==> src/rtl/match_seq_gen_pkg.sv <==
// Shared definitions for the equal-pair sequence stimulus generator.
// Holds the FSM state encoding, the 2-bit symbol constants and the default match threshold.
// No logic lives here apart from the match predicate used by generator and tracker.
package match_seq_gen_pkg;

    // FSM state encoding (2-bit, legacy-compatible constants)
    localparam logic [1:0] IDLE = 2'd0;
    localparam logic [1:0] RUN  = 2'd1;
    localparam logic [1:0] GAP  = 2'd2;
    localparam logic [1:0] DONE = 2'd3;

    // Symbols driven on w; 00/11 are matches, 01/10 are not
    localparam logic [1:0] SYM_00 = 2'b00;
    localparam logic [1:0] SYM_11 = 2'b11;
    localparam logic [1:0] SYM_01 = 2'b01;
    localparam logic [1:0] SYM_10 = 2'b10;

    // Consecutive matching samples after which the detector asserts z
    localparam int MIN_MATCH_DEF = 4;

    function automatic logic is_match(input logic [1:0] s);
        return s[1] == s[0];
    endfunction

endpackage

==> src/rtl/match_seq_gen_match_tracker.sv <==
// Purpose: golden model of the detector output z, driven from the w stream.
// Latency: z_exp is registered, one edge after the sample that completes the run.
// Backpressure: none; samples w on every Clock edge.
// Ports: Clock, Reset (async, active-high), w (symbol in), z_exp (predicted z out).
module match_tracker
    import match_seq_gen_pkg::*;
#(
    parameter int MIN_MATCH = MIN_MATCH_DEF
) (
    input  logic       Clock,
    input  logic       Reset,
    input  logic [1:0] w,
    output logic       z_exp
);

    localparam int MW = (MIN_MATCH > 1) ? $clog2(MIN_MATCH) : 1;
    localparam logic [MW-1:0] SAT = MW'(MIN_MATCH - 1);

    logic [MW-1:0] mcount;

    // mcount holds at SAT during long runs so z stays high instead of wrapping
    always_ff @(posedge Clock or posedge Reset) begin
        if (Reset) begin
            mcount <= '0;
            z_exp  <= 1'b0;
        end else if (is_match(w)) begin
            if (mcount != SAT) begin
                mcount <= mcount + MW'(1);
            end
            z_exp <= (mcount == SAT);
        end else begin
            mcount <= '0;
            z_exp  <= 1'b0;
        end
    end

endmodule

==> src/rtl/match_seq_gen.sv <==
// Purpose: drives a run of matching symbols then a gap of alternating 01/10 to the detector, with expected z.
// Latency: first run symbol appears one edge after start; done pulses one edge after the last symbol.
// Backpressure: start is accepted only while ready=1; a start at any other time is dropped, not queued.
// Ports: Clock, Reset (async, active-high), start, run_len, sym, gap_len in;
//        ready, w, w_valid, z_exp, done out (all registered).
module match_seq_gen
    import match_seq_gen_pkg::*;
#(
    parameter int CW        = 4,
    parameter int MIN_MATCH = MIN_MATCH_DEF
) (
    input  logic          Clock,
    input  logic          Reset,
    input  logic          start,
    input  logic [CW-1:0] run_len,
    input  logic          sym,
    input  logic [CW-1:0] gap_len,
    output logic          ready,
    output logic [1:0]    w,
    output logic          w_valid,
    output logic          z_exp,
    output logic          done
);

    logic [1:0]    state, state_n;
    logic [CW-1:0] cnt, cnt_n;
    logic [CW-1:0] gap_q, gap_n;
    logic          sym_q, sym_n;
    logic [1:0]    w_n;
    logic          vld_n, rdy_n, done_n;

    // Next state and next outputs are computed together so every output is a flop.
    // cnt is loaded with the phase length and the phase ends on the edge where cnt==1.
    always_comb begin
        state_n = state;
        cnt_n   = cnt;
        gap_n   = gap_q;
        sym_n   = sym_q;
        w_n     = SYM_01;
        vld_n   = 1'b0;
        rdy_n   = 1'b0;
        done_n  = 1'b0;
        case (state)
            IDLE: begin
                rdy_n = 1'b1;
                if (start && ready) begin
                    sym_n = sym;
                    gap_n = gap_len;
                    rdy_n = 1'b0;
                    if (run_len != '0) begin
                        state_n = RUN;
                        cnt_n   = run_len;
                        w_n     = {sym, sym};
                        vld_n   = 1'b1;
                    end else if (gap_len != '0) begin
                        state_n = GAP;
                        cnt_n   = gap_len;
                        vld_n   = 1'b1;
                    end else begin
                        state_n = DONE;
                        done_n  = 1'b1;
                    end
                end
            end
            RUN: begin
                if (cnt == CW'(1)) begin
                    if (gap_q != '0) begin
                        state_n = GAP;
                        cnt_n   = gap_q;
                        vld_n   = 1'b1;
                    end else begin
                        state_n = DONE;
                        done_n  = 1'b1;
                    end
                end else begin
                    cnt_n = cnt - CW'(1);
                    w_n   = {sym_q, sym_q};
                    vld_n = 1'b1;
                end
            end
            GAP: begin
                if (cnt == CW'(1)) begin
                    state_n = DONE;
                    done_n  = 1'b1;
                end else begin
                    cnt_n = cnt - CW'(1);
                    w_n   = (w == SYM_01) ? SYM_10 : SYM_01;
                    vld_n = 1'b1;
                end
            end
            DONE: begin
                state_n = IDLE;
                rdy_n   = 1'b1;
            end
            default: begin
                state_n = IDLE;
                rdy_n   = 1'b1;
            end
        endcase
    end

    always_ff @(posedge Clock or posedge Reset) begin
        if (Reset) begin
            state   <= IDLE;
            cnt     <= '0;
            gap_q   <= '0;
            sym_q   <= 1'b0;
            w       <= SYM_01;
            w_valid <= 1'b0;
            ready   <= 1'b1;
            done    <= 1'b0;
        end else begin
            state   <= state_n;
            cnt     <= cnt_n;
            gap_q   <= gap_n;
            sym_q   <= sym_n;
            w       <= w_n;
            w_valid <= vld_n;
            ready   <= rdy_n;
            done    <= done_n;
        end
    end

    // Tracks the registered w exactly as the downstream detector will see it
    match_tracker #(
        .MIN_MATCH(MIN_MATCH)
    ) u_tracker (
        .Clock (Clock),
        .Reset (Reset),
        .w     (w),
        .z_exp (z_exp)
    );

endmodule

==> config.mk <==
export PLATFORM = sky130hd
export DESIGN_NAME = match_seq_gen
export DESIGN_NICKNAME = d
export VERILOG_FILES = /design/src/rtl/match_seq_gen_pkg.sv /design/src/rtl/match_seq_gen_match_tracker.sv /design/src/rtl/match_seq_gen.sv
export SDC_FILE = /design/constraint.sdc
export NUM_CORES = 1
export LEC_CHECK = 0
export BUFFER_PORTS_ARGS = -buffer_cell sky130_fd_sc_hd__buf_2
export CORE_UTILIZATION = 35
export CTS_CLUSTER_DIAMETER = 150
export DETAILED_ROUTE_END_ITERATION = 6
export PLACE_DENSITY = 0.49
export SLEW_MARGIN = 15
export SYNTH_ARGS = -nofsm -noshare
export SYNTH_HDL_FRONTEND = slang
export SYNTH_HIERARCHICAL = 1
export SYNTH_SLANG_ARGS = --single-unit
export TNS_END_PERCENT = 20
==> constraint.sdc <==
create_clock -name Clock -period 3.5 [get_ports Clock]
set_clock_uncertainty 0.05 [all_clocks]
set_input_delay 1.05 -clock Clock [delete_from_list [all_inputs] [get_ports Clock]]
set_output_delay 1.05 -clock Clock [all_outputs]
set_load 0.05 [all_outputs]
==> key figures <==
Flow run
  – MaxCap Viol Count: 0

GRT
  – Vias in the first global route: around 900
  – First-pass GRT wire length: ~4300 microns
  – Gr ovfl total: 0
  – Total GRT Usage: roughly 16%
  – Initial antenna violation count: 0
  – Largest net degree at the start of global routing: 17

STA
  – Final setup vio count: 0
  – RSZ-0062 raised after global routing: no
  – Fin. max-slew vios: 0
  – Crit share post-route: ~64%
  – Slew @ Worst Pin: 0.606 ns
  – Slew HR: 59.5%
  – Sum Neg Setup Slack: 0 ns
  – Fmax: 443 MHz
  – Final hold violation count: 0
  – Clock period minus worst slack: 2.26 ns

Setup path
  – Crit path launch type: input pin
  – CP Data Arrival Time: 2.40 ns
  – Setup CP Type: input pin to flop
  – Crit. End Element: flop
  – Data required time at the worst endpoint: around 3.6 ns
  – Max Fanout on Critical Path: 9

Cells and area
  – Final Net Count: between 150 and 200
  – Layout area overhead: 11.2%
  – Fill cells: around 340
  – Post-Route Utilization: a little over two fifths
  – # diodes: 0
  – Layout cells sized above 1: between 20 and 30%

Logic synthesis
  – Mapped Cells: between 100 and 150
  – Yosys cell types: 41
  – Register area share after synthesis: around two fifths
  – Syn nets: 137
  – Top FF cell, synth: dfrtp_1
  – Synthesized cell area: 1200 sq um
  – Count of state elements after synthesis: 19
  – Syn Area/Cell: 10.2 sq um
  – Number of synthesized flops with an enable pin: 0
  – Yosys warnings: 6
  – Ys async rst share: 100%

Die
  – Chip Width: around 60 microns
  – Core Footprint: about 3200 sq um
  – Die area: about 3700 sq um
  – # rows: 20
  – Die height: roughly 61 microns
  – I/O Pins: 18
  – Starting Density: approximately two fifths

Placement
  – GPL Wtd Cong: between 0.7 and 0.8
  – Port Buffers: 17
  – Hpwl dp: a little under 2000 microns

Clocking
  – Clock slew at reported path FFs: about 0.10 ns
  – Number of post-CTS setup repair buffers: 0
  – Post-CTS Resized: 0
  – H-tree levels: 1
  – CTS buffer count: 3
  – # hold bufs at CTS: 0
  – Clk Latency, worst-skew pair: 0.30 ns
  – Longest Clk Path Bufs: 2
  – Root Driver: clkbuf_4
  – CTS Sinks: 19
  – CTS tree: yes

Route
  – Via-per-instance ratio: between 5 and 6
  – Via count: between 900 and 1,000
  – DRC: 0
  – Routed WL per cell: 13.9 microns
  – Iter 0 DRT Violations: 21
  – DRT Pass-1 Iters: 4
  – Routed WL: 2470 microns
  – Antenna-violating nets left: 0

Power
  – Maximum vdd ir drop: about 0.52 mV
  – Pwr dens: about 940 nW/um^2
  – Leakage power: around 0.61 nW

Outcome
  – Outcome: finished clean

Worst hold path
  – Hold WC Path Type: flop to flop
## worst max-delay path, cell delays in order
cell     delay, ns
buf_2         0.13
nor4_4        0.50
a21o_1        0.19
a21oi_2       0.07
nor2b_4       0.16
mux2_4        0.30
## routing by layer
metal | global-route usage (%) | routed length, microns | vias to the layer above
li1 | - | - | 455
met2 | 25.0 | 1180 | 11
met1 | 22.1 | 1200 | 433
met5 | 0 | 0 | -
met4 | 3.90 | 15 | 0
met3 | 3.84 | 69 | 2
## placed cells by master, fill, tap and decap left out, drive strengths merged, types with 3 or more instances in the layout
cell    count
nand2      11
a211oi      4
a31oi       3
ha          7
nor2        9
nor4        3
xor2        4
clkbuf      3
buf        17
dfrtp      17
mux2       11
inv         8
o21ai       6
a21oi       4
## synth_stat cells (all sizes together) (2+ instances only)
| master | count | area share (%) |
|---|---|---|
| nand2 | 11 | 3.4 |
| nand3 | 2 | 0.83 |
| ha | 7 | 7.3 |
| dfrtp | 17 | 35 |
| mux2 | 11 | 11 |
| inv | 8 | 2.5 |
| o211ai | 2 | 1.2 |
| mux2i | 2 | 1.7 |
| nand2b | 2 | 1.0 |
| o21ai | 6 | 2.5 |
| a21oi | 4 | 2.0 |
| xor2 | 4 | 2.9 |
| a211oi | 4 | 2.5 |
| dfstp | 2 | 4.4 |
| nor2 | 9 | 3.0 |
| a31oi | 3 | 1.6 |
| nand3b | 2 | 1.2 |
| buf | 3 | 1.8 |
| clkbuf | 3 | 0.94 |
| nor4 | 3 | 3.3 |
## worst paths after layout
| kind | startpoint | to | slack (ns) | depth (start not counted) |
|---|---|---|---|---|
| max in group asynchronous | Reset | gap_q[0]$_DFFE_PP0P_ | 2.25 | 2 |
| worst max-delay path | run_len[0] | cnt[1]$_DFFE_PP0P_ | 1.24 | 6 |
| worst min register to register | u_tracker/mcount[1]$_DFFE_PP0P_ | u_tracker/mcount[1]$_DFFE_PP0P_ | 0.50 | 2 |
| worst min-delay path | u_tracker/mcount[1]$_DFFE_PP0P_ | u_tracker/mcount[1]$_DFFE_PP0P_ | 0.50 | 2 |
| worst max register to register | cnt[1]$_DFFE_PP0P_ | cnt[3]$_DFFE_PP0P_ | 1.46 | 7 |
| min in group asynchronous | Reset | u_tracker/mcount[1]$_DFFE_PP0P_ | 0.55 | 2 |
## layout make-up
class | count | area [sq um] | area share, %
Tap cell | 44 | 55.1 | 4.12
Clock inverter | 1 | 5.00 | 0.375
Multi-Input combinational cell | 85 | 661 | 49.4
Clock buffer | 3 | 22.5 | 1.69
Inverter | 8 | 30.0 | 2.25
Sequential cell | 19 | 478 | 35.8
Timing Repair Buffer | 17 | 85.1 | 6.37
## sequential cells by signal (all words and copies together), names as in the netlist
| name | cells |
|---|---|
| u_tracker/z_exp | 1 |
| gap_q | 4 |
| cnt | 4 |
| state | 2 |
| w | 2 |
| ready | 1 |
| w_valid | 1 |
| sym_q | 1 |
| u_tracker/mcount | 2 |
| done | 1 |
## power breakdown
group	switching, W	total (W)	internal [W]
Sequential	0.0000884	0.000416	0.000327
Combinational	0.000402	0.000736	0.000335
Clock	0.0000675	0.000110	0.0000426
## through the flow
| step | worst slack (ns) | area (sq um) | hold WS (ns) | total power (W) | instances |
|---|---|---|---|---|---|
| finish | 1.24 | 1340 | 0.496 | 0.00126 | 177 |
| global route | 1.18 | 1340 | 0.524 | 0.00137 | 177 |
| CTS | 1.23 | 1340 | 0.509 | 0.00128 | 177 |
| detailed placement | 0.922 | 1310 | 0.478 | 0.00116 | 173 |
| global placement | 0.963 | 1310 | 0.460 | 0.00115 | 173 |
| floorplan | 1.20 | 1200 | 0.443 | 0.00101 | 118 |
## logic make-up (layout without fill, tap and decap cells)
| group | after synthesis | after routing | synth area share (%) |
|---|---|---|---|
| mux | 13 | 13 | 12.9 |
| compound gates | 27 | 27 | 15.5 |
| simple gates | 34 | 34 | 16.4 |
| flops | 19 | 19 | 39.8 |
| buf+inv | 14 | 29 | 5.21 |
| xor+xnor | 4 | 4 | 2.92 |
| fa+ha+maj | 7 | 7 | 7.29 |
(Power assumes the default switching activity.)
